===== config.mk =====
export PLATFORM = sky130hd
export DESIGN_NAME = display_fetch_scheduler
export DESIGN_NICKNAME = d
export VERILOG_FILES = /design/src/rtl/display_fetch_scheduler.sv
export SDC_FILE = /design/constraint.sdc
export NUM_CORES = 1
export LEC_CHECK = 0
export CORE_UTILIZATION = 45
export DETAILED_ROUTE_END_ITERATION = 16
export HOLD_SLACK_MARGIN = 0.05
export PLACE_DENSITY = 0.69
export SETUP_SLACK_MARGIN = 0.1
export SLEW_MARGIN = 20
export SYNTH_ARGS = -nofsm -noshare
export SYNTH_HDL_FRONTEND = slang
export SYNTH_SLANG_ARGS = --single-unit

===== constraint.sdc =====
create_clock -name clk -period 3.85 [get_ports clk]
set_input_delay 0.77 -clock clk [delete_from_list [all_inputs] [get_ports clk]]
set_output_delay 0.77 -clock clk [all_outputs]
set_load 0.01 [all_outputs]

===== src/rtl/display_fetch_scheduler.sv =====
// Raster timing generator with a small prefetch FIFO that pulls pixels from the
// frame buffer through a req/ack handshake and drives the panel pixel/sync interface.
module display_fetch_scheduler #(
  parameter int unsigned H_ACTIVE     = 800,
  parameter int unsigned H_TOTAL      = 1056,
  parameter int unsigned H_SYNC_START = 840,
  parameter int unsigned H_SYNC_LEN   = 128,
  parameter int unsigned V_ACTIVE     = 600,
  parameter int unsigned V_TOTAL      = 628,
  parameter int unsigned V_SYNC_START = 601,
  parameter int unsigned V_SYNC_LEN   = 4,
  parameter int unsigned FIFO_DEPTH   = 4,
  parameter int unsigned ADDR_W       = 19
) (
  input  logic              clk,
  input  logic              rst,
  input  logic              enable,
  output logic              fb_req,
  output logic [ADDR_W-1:0] fb_addr,
  input  logic              fb_ack,
  input  logic [23:0]       fb_data,
  output logic              hsync,
  output logic              vsync,
  output logic              de,
  output logic [7:0]        r,
  output logic [7:0]        g,
  output logic [7:0]        b,
  output logic              frame_start,
  output logic              underflow
);
  localparam int unsigned HW = $clog2(H_TOTAL);
  localparam int unsigned VW = $clog2(V_TOTAL);
  localparam int unsigned PW = $clog2(FIFO_DEPTH);
  localparam int unsigned CW = $clog2(FIFO_DEPTH + 1);
  localparam logic [ADDR_W-1:0] LAST_ADDR = ADDR_W'(H_ACTIVE * V_ACTIVE - 1);
  localparam logic [CW-1:0]     FULL      = CW'(FIFO_DEPTH);

  typedef enum logic [2:0] {IDLE, PREFILL, RUN, DONE, RECOVER} state_t;

  state_t            state_q, state_d;
  logic [HW-1:0]     h_cnt_q, h_cnt_d;
  logic [VW-1:0]     v_cnt_q, v_cnt_d;
  logic [ADDR_W-1:0] fetch_addr_q, fetch_addr_d;
  logic [23:0]       mem_q [FIFO_DEPTH];
  logic [PW-1:0]     wr_ptr_q, wr_ptr_d, rd_ptr_q, rd_ptr_d;
  logic [CW-1:0]     count_q, count_d;
  logic              hsync_q, hsync_d, vsync_q, vsync_d, de_q, de_d;
  logic              frame_start_q, frame_start_d, underflow_q, underflow_d;
  logic [23:0]       rgb_q, rgb_d;

  logic        running, fetching, consuming, active, vblank_tick, go;
  logic        uflow, pop, push, last_ack, flush, h_wrap;
  logic [31:0] h32, v32;

  always_comb begin
    h32         = 32'(h_cnt_q);
    v32         = 32'(v_cnt_q);
    running     = state_q inside {RUN, DONE, RECOVER};
    fetching    = state_q inside {PREFILL, RUN};
    consuming   = state_q inside {RUN, DONE};
    go          = running && enable;
    active      = (h32 < H_ACTIVE) && (v32 < V_ACTIVE);
    vblank_tick = (h32 == 0) && (v32 == V_ACTIVE);
    h_wrap      = (h_cnt_q == HW'(H_TOTAL - 1));

    fb_req   = fetching && (count_q < FULL);
    uflow    = enable && consuming && active && (count_q == '0);
    pop      = enable && consuming && active && (count_q != '0);
    // an ack landing on the underflow cycle is accepted but its pixel dropped
    push     = enable && fb_req && fb_ack && !uflow;
    last_ack = push && (fetch_addr_q == LAST_ADDR);

    state_d      = state_q;
    flush        = 1'b0;
    fetch_addr_d = fetch_addr_q;
    if (push) fetch_addr_d = last_ack ? '0 : fetch_addr_q + 1'b1;

    case (state_q)
      IDLE:    state_d = PREFILL;
      PREFILL: if (count_q == FULL) state_d = RUN;
      RUN: begin
        if (uflow)         state_d = RECOVER;
        else if (last_ack) state_d = DONE;
      end
      DONE: begin
        if (vblank_tick) begin
          state_d      = RUN;
          fetch_addr_d = '0;
        end else if (uflow) begin
          state_d = RECOVER;
        end
      end
      RECOVER: begin
        if (vblank_tick) begin
          state_d      = RUN;
          flush        = 1'b1;
          fetch_addr_d = '0;
        end
      end
      default: state_d = IDLE;
    endcase

    if (!enable) begin
      state_d      = IDLE;
      flush        = 1'b1;
      fetch_addr_d = '0;
    end

    wr_ptr_d = wr_ptr_q + PW'(push);
    rd_ptr_d = rd_ptr_q + PW'(pop);
    count_d  = count_q + CW'(push) - CW'(pop);
    if (flush) begin
      wr_ptr_d = '0;
      rd_ptr_d = '0;
      count_d  = '0;
    end

    // raster counters sit at the origin until the FIFO has been primed
    h_cnt_d = '0;
    v_cnt_d = '0;
    if (go) begin
      h_cnt_d = h_wrap ? '0 : h_cnt_q + 1'b1;
      v_cnt_d = v_cnt_q;
      if (h_wrap) v_cnt_d = (v_cnt_q == VW'(V_TOTAL - 1)) ? '0 : v_cnt_q + 1'b1;
    end

    de_d          = pop;
    rgb_d         = pop ? mem_q[rd_ptr_q] : '0;
    hsync_d       = go && (h32 >= H_SYNC_START) && (h32 < H_SYNC_START + H_SYNC_LEN);
    vsync_d       = go && (v32 >= V_SYNC_START) && (v32 < V_SYNC_START + V_SYNC_LEN);
    frame_start_d = go && (h32 == 0) && (v32 == 0) && (state_q != RECOVER);
    underflow_d   = enable && (underflow_q || uflow);
  end

  always_ff @(posedge clk) begin
    if (push) mem_q[wr_ptr_q] <= fb_data;
  end

  always_ff @(posedge clk) begin
    if (rst) begin
      state_q       <= IDLE;
      h_cnt_q       <= '0;
      v_cnt_q       <= '0;
      fetch_addr_q  <= '0;
      wr_ptr_q      <= '0;
      rd_ptr_q      <= '0;
      count_q       <= '0;
      hsync_q       <= 1'b0;
      vsync_q       <= 1'b0;
      de_q          <= 1'b0;
      rgb_q         <= '0;
      frame_start_q <= 1'b0;
      underflow_q   <= 1'b0;
    end else begin
      state_q       <= state_d;
      h_cnt_q       <= h_cnt_d;
      v_cnt_q       <= v_cnt_d;
      fetch_addr_q  <= fetch_addr_d;
      wr_ptr_q      <= wr_ptr_d;
      rd_ptr_q      <= rd_ptr_d;
      count_q       <= count_d;
      hsync_q       <= hsync_d;
      vsync_q       <= vsync_d;
      de_q          <= de_d;
      rgb_q         <= rgb_d;
      frame_start_q <= frame_start_d;
      underflow_q   <= underflow_d;
    end
  end

  assign fb_addr     = fetch_addr_q;
  assign hsync       = hsync_q;
  assign vsync       = vsync_q;
  assign de          = de_q;
  assign r           = rgb_q[23:16];
  assign g           = rgb_q[15:8];
  assign b           = rgb_q[7:0];
  assign frame_start = frame_start_q;
  assign underflow   = underflow_q;
endmodule


==> results.toml, run 1 <==
[status]
outcome = "finished clean"

[clocking]
clock_path_buffers = 2
root_buffer = "clkbuf_16"
cts.sinks = 175
cts_tree = "yes"
ctsResizeCount = 0
clkTransAtPathRegs_ns = 0.06
cts_setup_buffers = 0
insertion_delay_ns = 0.42
cts.htree.levels = 4
cts_hold_buf = 0
cts_buffers = 17

[synthesis]
synthSimpleGateAreaFrac = 0.150
synth_most_common_cell = "edfxtp_1"
yosys-top-cells-area = "edfxtp_1 41%, dfxtp_1 23%, mux4_2 7.7%"
synth_common_cells = "96 x edfxtp_1, 79 x dfxtp_1, 46 x nor2_1"
synth_mux_area_frac = 0.0772
yosysUniqueCellTypes = 58
synth-edff-count = 96
synth_top_cell_area_share = 0.412
syn-instance-count = 506
synth-compound-area-share = 0.0554
avgSynthCellArea_um2 = 13.8
synth_fp_nets = 544
synth_xor_area_frac = 0.0375
synth.cell_area_mm2 = 0.00700
ys_seq_elements = 175
synth_seq_area_share = 0.638
synthFlopType = "edfxtp_1"
synthAdderAreaFrac = 0.0189
ys_async_sr_fraction = 0
ys_warn_count = 0
synth_top_family_by_area = "simple AND/OR/NAND/NOR gates"
yosysTopAreaCell = "edfxtp_1"

[global_route]
grt_usage = 0.175
grt_max_degree = 26
antenna_found_initial = 0
grt_pass1_wl_um = 21500
gr-total-overflow = 0
grt_pass1_vias = 4358

[sta]
tightest_slew_ns = 0.912
rsz0062_at_grt = "no"
tns_ns = 0
hold_violations = 0
fmax_ghz = 0.325
finalHoldWorstSlack_ns = 0.468
setup_viol = 0
max_slew_margin = 0.392
fin_crit_sh = 0.799
clock_skew_ns = 0.00924
slew_violations = 0
period_needed_ns = 3.07

[critical_path]
required_ns = 4.15
path_common_cell = "xnor2_1"
crit_chain = "clkdlybuf4s50_1, o2111ai_1, or4b_1, o21ai_0, ha_1, inv_1, fa_1, xnor2_1, xnor2_1, nor2_1"
end_kind = "flip-flop"
slowest_stage = "or4b_1"
crit_type = "primary input to flip-flop"
cp_slowest_stage_delay_ns = 0.64
arrival_ns = 3.38
path_max_fanout = 6
start_kind = "primary input"

[detailed_routing]
route.detailed.drc = 0
drt_iter0_markers = 210
wl_per_cell_um = 16.5
vias_per_cell = 5.36
drt-pass1-iter-count = 4
dr_total_vias = 4233
drtAntennaViolNets = 0
finalWirelength_um = 13000

[placement]
placedCellCount = 758
place_congestion = 0.808
io_buffers = 76
dp_hpwl_um = 8270

[finish]
antenna_cells = 0
multi_input_area_mm2 = 0.00240
regArea_mm2 = 0.00447
syn2layout_area_growth_pct = 21.4
drive_above_1_share = 0.136
fillers = 1189
nets = 627
layoutNonFillerInstCount = 790

[pwr]
comb_power_share = 0.025
power.switching_mw = 0.755
swShare = 0.209
p_leak_nw = 2.70
power_mw = 3.61
internal-power_mw = 2.85
p_per_area_mw_per_mm2 = 424
p_seq_frac = 0.549
pwr-share-clk = 0.426
irDropWorstVdd_uv = 312

[floorplan]
core_mm2 = 0.0152
die_area_mm2 = 0.0161
io_pins = 77
core.rowCount = 45
initial_core_util = 0.461
die_x_um = 127
die_h_um = 127

[worst_hold_path]
min_path_type = "flip-flop to flip-flop"

[job]
max_cap_violations = 0
## worst paths after layout
check	startpoint	to	slack, ns	depth (start not counted)
worst max-delay path	enable	count_q[2]	0.78	10
worst min-delay path	h_cnt_q[0]	h_cnt_q[0]	0.47	1
worst max register to register	state_q[1]	count_q[2]	1.07	10
worst min register to register	h_cnt_q[0]	h_cnt_q[0]	0.47	1
## layer usage
metal / up-vias / routed length [um] / GRT usage
li1: 2047 / - / -
met1: 2059 / 6050 / 0.222
met2: 113 / 6200 / 0.289
met3: 14 / 572 / 0.0485
met4: 0 / 181 / 0.0609
met5: - / 0 / 0
## logic make-up (layout without fill, tap and decap cells)
logic type	Yosys count	after routing
and+or+nand+nor	176	176
DFF	175	175
AOI/OAI and AO/OA	56	56
buffers and inverters	35	131
xor gates and xnor gates	30	30
muxes	24	24
adders and majority gates	10	10
## power groups by stage
| stage | sequential [mW] | clock, mW | combinational, mW |
|---|---|---|---|
| after floorplan | 2.02 | 0 | 0.0380 |
| after global placement | 2.02 | 0 | 0.0874 |
| after detailed placement | 2.02 | 0 | 0.0898 |
| after CTS | 1.98 | 1.57 | 0.0906 |
| after global routing | 1.98 | 1.65 | 0.0979 |
| final | 1.98 | 1.54 | 0.0898 |
## critical path: cells and delay by family
kind                       cells  cell delay [ns]
AOI/OAI and AO/OA              2             0.38
xor gates and xnor gates       2             0.37
adders and majority gates      2             0.55
buffers and inverters          2             0.61
and+or+nand+nor                2             0.70
## area by class of cell
cell class | instances | share of cell area
Timing Repair Buffer | 83 | 0.0957
Clock inverter | 12 | 0.0104
Sequential cell | 175 | 0.525
Multi-Input combinational cell | 296 | 0.283
Clock buffer | 20 | 0.0514
Inverter | 16 | 0.00706
Tap cell | 188 | 0.0277
## stage by stage
| step | setup slack, ns | cell area [um2] | util |
|---|---|---|---|
| after floorplan | 0.194 | 7010 | - |
| after global placement | 0.500 | 7980 | 0.525 |
| after detailed placement | 0.351 | 7980 | 0.525 |
| after CTS | 0.795 | 8500 | 0.559 |
| after global routing | 0.664 | 8500 | 0.559 |
| final | 0.775 | 8500 | 0.559 |
## sequential cells by signal (all words and copies together), names as in the netlist, 2 cells and up
| name | flops |
|---|---|
| rd_ptr_q | 2 |
| fb_addr | 19 |
| mem_q | 96 |
| wr_ptr_q | 2 |
| h_cnt_q | 11 |
| state_q | 3 |
| count_q | 3 |
| v_cnt_q | 10 |
| rgb_q | 24 |
## placed cells by master (no fill, tap or decap), drive strengths merged, types with 2 or more instances in the layout
cell and count:
inv 20, ha 9, clkbuf 20, nand4bb 2, nor4 4, a21oi 15
o31ai 5, nor3 12, mux4 24, edfxtp 96, nand2b 3, and3 8
or3 12, nor2 47, nor2b 28, dfxtp 79, nand4 12, or4 7
clkdlybuf4s50 76, o211ai 6, buf 7, o21a 2, o21ai 14, nand3 11
and4 3, xnor2 18, clkinv 4, clkinvlp 4, o2111ai 3, xor2 12
nand2 17, nor3b 3
No activity file was read; power rests on OpenSTA's default activity.
==> run 2, diff against run 1 <==
==> constraint.sdc (replaced) <==
create_clock -name clk -period 2.75 [get_ports clk]
set_input_delay 0.55 -clock clk [delete_from_list [all_inputs] [get_ports clk]]
set_output_delay 0.55 -clock clk [all_outputs]
set_load 0.01 [all_outputs]
==> run 2 against run 1 <==
Cell area up 3.1%. Non-clock buffer count up 14. Clock skew up 0.00080 ns. Power up 48%. Critical path depth unchanged.
==> results.toml, run 2 (synthesized netlist as in run 1, its figures left out) <==
[detailed_routing]
vias_per_cell = 5.32
dr_total_vias = 4281
drt_iter0_markers = 150
drtAntennaViolNets = 0
wl_per_cell_um = 16.1
route.detailed.drc = 0
drt-pass1-iter-count = 4
finalWirelength_um = 13000

[critical_path]
reg2reg_slack_ns = 0.24
path_max_fanout = 2
r2r_cells = 10
worst_r2r_endpoint = "count_q[2]"
arrival_ns = 2.82
required_ns = 3.06
crit_type = "primary input to flip-flop"
end_kind = "flip-flop"
r2r_start = "state_q[2]"
start_kind = "primary input"

[finish]
nets = 641
largest_reg_flops = 96
mostFrequentLayoutCell = "edfxtp_1"
mostFrequentLayoutCells = "96 x edfxtp_1, 77 x dfxtp_1, 76 x clkdlybuf4s50_1, 46 x nor2_1, 24 x mux4_2"
top_register = "mem_q"
drive_above_1_share = 0.159
syn2layout_area_growth_pct = 25.2

[placement]
place_congestion = 0.846
io_buffers = 76
dp_hpwl_um = 8430

[sta]
fin_crit_sh = 0.916
tns_ns = 0
max_slew_margin = 0.584
period_needed_ns = 2.52
clock_skew_ns = 0.0100
rsz0062_at_grt = "no"
setup_viol = 0
tightest_slew_ns = 0.622
hold_violations = 0
slew_violations = 0
fmax_ghz = 0.397

[clocking]
root_buffer = "clkbuf_16"
clkTransAtPathRegs_ns = 0.06
cts.sinks = 175
cts_buffers = 17
cts_tree = "yes"
cts.htree.levels = 4
clock_path_buffers = 2
insertion_delay_ns = 0.42

[floorplan]
die_h_um = 127
core.rowCount = 45
die_area_mm2 = 0.0161
die_x_um = 127
initial_core_util = 0.461
core_mm2 = 0.0152
io_pins = 77

[pwr]
p_leak_nw = 2.82
power_mw = 5.35
irDropWorstVdd_uv = 447
p_per_area_mw_per_mm2 = 611

[worst_hold_path]
holdPathStages = 1
min_path_type = "flip-flop to flip-flop"
hold_start = "h_cnt_q[0]"
hold_end = "h_cnt_q[0]"

[job]
max_cap_violations = 0

[status]
outcome = "finished clean"

[global_route]
grt_pass1_vias = 4277
gr-total-overflow = 0
antenna_found_initial = 1
grt_pass1_wl_um = 21100
grt_max_degree = 27
grt_usage = 0.171
-- run 2: final cells by class --
class	instances	area, um2
clock inverters	12	154
diodes	1	2.50
repair buffers	97	981
clock buffers	20	457
flip-flops and latches	175	4470
inverters	16	60.1
multi-input cells	296	2410
fillers	1213	6440
well taps	188	235
-- run 2: how the worst max path moves through the flow --
| stage | slack (ns) | endpoint | depth (start not counted) | from |
|---|---|---|---|---|
| final | 0.23 | count_q[2] | 10 | enable |
| after global routing | 0.12 | count_q[2] | 10 | state_q[2] |
| after CTS | 0.18 | count_q[2] | 10 | state_q[1] |
| after detailed placement | -0.26 | count_q[2] | 10 | enable |
| after global placement | -0.21 | count_q[2] | 10 | enable |
| after floorplan | 0.25 | mem_q[1][0] | 6 | v_cnt_q[8] |
-- run 2: what timing repair did --
action,CTS,global route
gates resized for setup,0,2
buffers inserted,0,4
hold buffers,0,0
setup endpoints to repair,0,25
-- run 2: per-stage QoR --
| stage | util | cell area [um2] | std cells | setup WS, ns | hold WS (ns) |
|---|---|---|---|---|---|
| 4_1_cts | 0.574 | 8730 | 800 | 0.179 | 0.473 |
| 5_1_grt | 0.576 | 8760 | 804 | 0.117 | 0.523 |
| 3_3_place_gp | 0.534 | 8120 | 768 | -0.210 | 0.450 |
| 2_1_floorplan | - | 7040 | 506 | 0.251 | 0.430 |
| 6_report | 0.577 | 8760 | 805 | 0.231 | 0.469 |
| 3_5_place_dp | 0.534 | 8120 | 768 | -0.257 | 0.459 |
-- run 2: per-layer routing --
metal,up-vias,part of all wire,global-route usage,routed length [um]
met1,2092,0.46,0.217,5940
li1,2084,-,-,-
met2,96,0.49,0.284,6300
met3,9,0.049,0.0502,631
met4,0,0.0093,0.0511,121
met5,-,0,0,0
-- run 2: critical path, cell delays in order --
cell and delay [ns]:
clkdlybuf4s50_1 0.49, o2111ai_1 0.15, or4b_1 0.54, o21ai_1 0.14, ha_1 0.15, inv_1 0.05, fa_1 0.37, xnor2_1 0.18
xnor2_1 0.14, nor2_1 0.06
-- run 2: power breakdown --
part | internal [mW] | leakage, nW | switching (mW)
registers | 2.77 | 1.50 | 0.00685
logic | 0.0727 | 1.02 | 0.0632
clock network | 1.48 | 0.295 | 0.960
==> run 3, diff against run 2 <==
--- a/config.mk
+++ b/config.mk
@@ -5,7 +5,9 @@
 export SDC_FILE = /design/constraint.sdc
 export NUM_CORES = 1
 export LEC_CHECK = 0
+export CORE_MARGIN = 2
 export CORE_UTILIZATION = 45
+export CTS_CLUSTER_SIZE = 8
 export DETAILED_ROUTE_END_ITERATION = 16
 export HOLD_SLACK_MARGIN = 0.05
 export PLACE_DENSITY = 0.69
==> run 3 against run 2 <==
Setup slack got worse by 0.015 ns. Die area increased by 3.2%. Final cell count grew 0.12%. Utilization about the same. Routed wire length increased by 2.6%. Register-to-register slack got worse by 0.02 ns. Highest routed layer unchanged.
==> results.toml, run 3 (synthesized netlist as in run 1, its figures left out) <==
[status]
outcome = "finished clean"

[placement]
place_congestion = 0.839
place_area_mm2 = 0.00813
dp_hpwl_um = 8580
io_buffers = 76

[sta]
setup_viol = 0
fin_crit_sh = 0.922
tightest_slew_ns = 0.614
fmax_ghz = 0.395
rsz0062_at_grt = "yes"
period_needed_ns = 2.53
tns_ns = 0
slew_violations = 0
hold_violations = 0
clock_skew_ns = 0.0107
max_slew_margin = 0.580

[floorplan]
io_pins = 77
die_x_um = 129
initial_core_util = 0.461
die_h_um = 129
core.rowCount = 45
die_area_mm2 = 0.0166
core_mm2 = 0.0152

[clocking]
cts_buffers = 17
root_buffer = "clkbuf_16"
cts_hold_buf = 0
insertion_delay_ns = 0.43
clkTransAtPathRegs_ns = 0.07
clock_path_buffers = 2
cts_tree = "yes"
cts.htree.levels = 4
cts.sinks = 175

[critical_path]
startpoint = "state_q[2]"
crit_chain = "and2b_1, o2111ai_2, or4b_4, o21ai_1, ha_1, inv_1, fa_1, xnor2_2, xnor2_1, nor2_1"
r2r_cells = 10
worst_r2r_endpoint = "count_q[2]"
cp_slowest_stage_delay_ns = 0.54
arrival_ns = 2.86
slowest_stage = "or4b_4"
reg2reg_slack_ns = 0.22
r2r_start = "state_q[2]"
crit_type = "flip-flop to flip-flop"
crit_end = "count_q[2]"
path_max_fanout = 7
start_kind = "flip-flop"
end_kind = "flip-flop"
required_ns = 3.07

[job]
max_cap_violations = 0

[finish]
largest_reg_flops = 96
top_register = "mem_q"
post-route-util = 0.577
nets = 643
fin_area_mm2 = 0.00877
mostFrequentLayoutCells = "96 x edfxtp_1, 76 x dfxtp_1, 76 x clkdlybuf4s50_1, 46 x nor2_1, 24 x mux4_2"
syn2layout_area_growth_pct = 25.2
drive_above_1_share = 0.168
mostFrequentLayoutCell = "edfxtp_1"
antenna_cells = 0

[detailed_routing]
drtAntennaViolNets = 0
wl_per_cell_um = 16.5
finalWirelength_um = 13300
dr_total_vias = 4329
drt-pass1-iter-count = 5
vias_per_cell = 5.37
route.detailed.drc = 0
drt_iter0_markers = 181

[pwr]
irDropWorstVdd_uv = 469
power_mw = 5.32
p_per_area_mw_per_mm2 = 607
p_leak_nw = 2.83

[global_route]
gr-total-overflow = 0
antenna_found_initial = 0
grt_max_degree = 27
grt_pass1_wl_um = 22000
grt_pass1_vias = 4415
grt_usage = 0.173

[worst_hold_path]
min_path_type = "flip-flop to flip-flop"
[run 3: cell types whose count changed in the layout (fill, tap and decap cells not counted), sizes merged]
cell | previous run | this run
inv | 20 | 22
clkinvlp | 2 | 1
buf | 21 | 23
diode | 1 | 0
bufinv | 3 | 2
clkinv | 3 | 4
clkbuf | 20 | 19
[run 3: per-stage QoR]
| step | worst slack, ns | hold WS [ns] | instances |
|---|---|---|---|
| final | 0.216 | 0.464 | 806 |
| after global routing | 0.0749 | 0.501 | 806 |
| after CTS | 0.167 | 0.473 | 803 |
| after detailed placement | -0.277 | 0.458 | 771 |
| after global placement | -0.215 | 0.448 | 771 |
| after floorplan | 0.251 | 0.430 | 506 |
[run 3: layout make-up]
cell class                      count  area [um2]
Clock buffer                       19         443
Clock inverter                     13         150
Fill cell                        1185        6440
Inverter                           16        60.1
Multi-Input combinational cell    296        2430
Sequential cell                   175        4470
Tap cell                          188         235
Timing Repair Buffer               99         983
[run 3: metal layers]
layer | track usage | wire, um | vias to the layer above
li1 | - | - | 2079
met1 | 0.219 | 5900 | 2139
met2 | 0.289 | 6660 | 92
met3 | 0.0449 | 581 | 19
met4 | 0.0652 | 198 | 0
met5 | 0 | 0 | -
[run 3: worst min path at each step]
stage	startpoint	endpoint	slack, ns	depth (start not counted)
after global routing	h_cnt_q[0]	h_cnt_q[0]	0.50	1
after CTS	h_cnt_q[0]	h_cnt_q[0]	0.47	1
after detailed placement	h_cnt_q[0]	h_cnt_q[0]	0.46	1
after floorplan	h_cnt_q[0]	h_cnt_q[0]	0.43	1
final	h_cnt_q[0]	h_cnt_q[0]	0.46	1
after global placement	h_cnt_q[0]	h_cnt_q[0]	0.45	1
[run 3: critical path, delay by kind of cell (launching register included)]
family                   cells  cell delay (ns)
AND/OR/NAND/NOR              3             0.86
adder cells (fa/ha/maj)      2             0.56
flip-flops                   1             0.37
XOR/XNOR                     2             0.30
AO/OA/AOI/OAI                2             0.29
buffers and inverters        1             0.05
[run 3: power breakdown]
part           internal, mW  total, mW  switching (mW)
combinational        0.0743      0.139          0.0646
clock                  1.38       2.41            1.03
sequential             2.77       2.77         0.00596
total                  4.22       5.32            1.10
[run 3: what timing repair did]
| action | 4_1_cts | 5_1_grt |
|---|---|---|
| setup endpoints to repair | 0 | 25 |
| resized for setup | 0 | 6 |
| setup buffers | 0 | 3 |
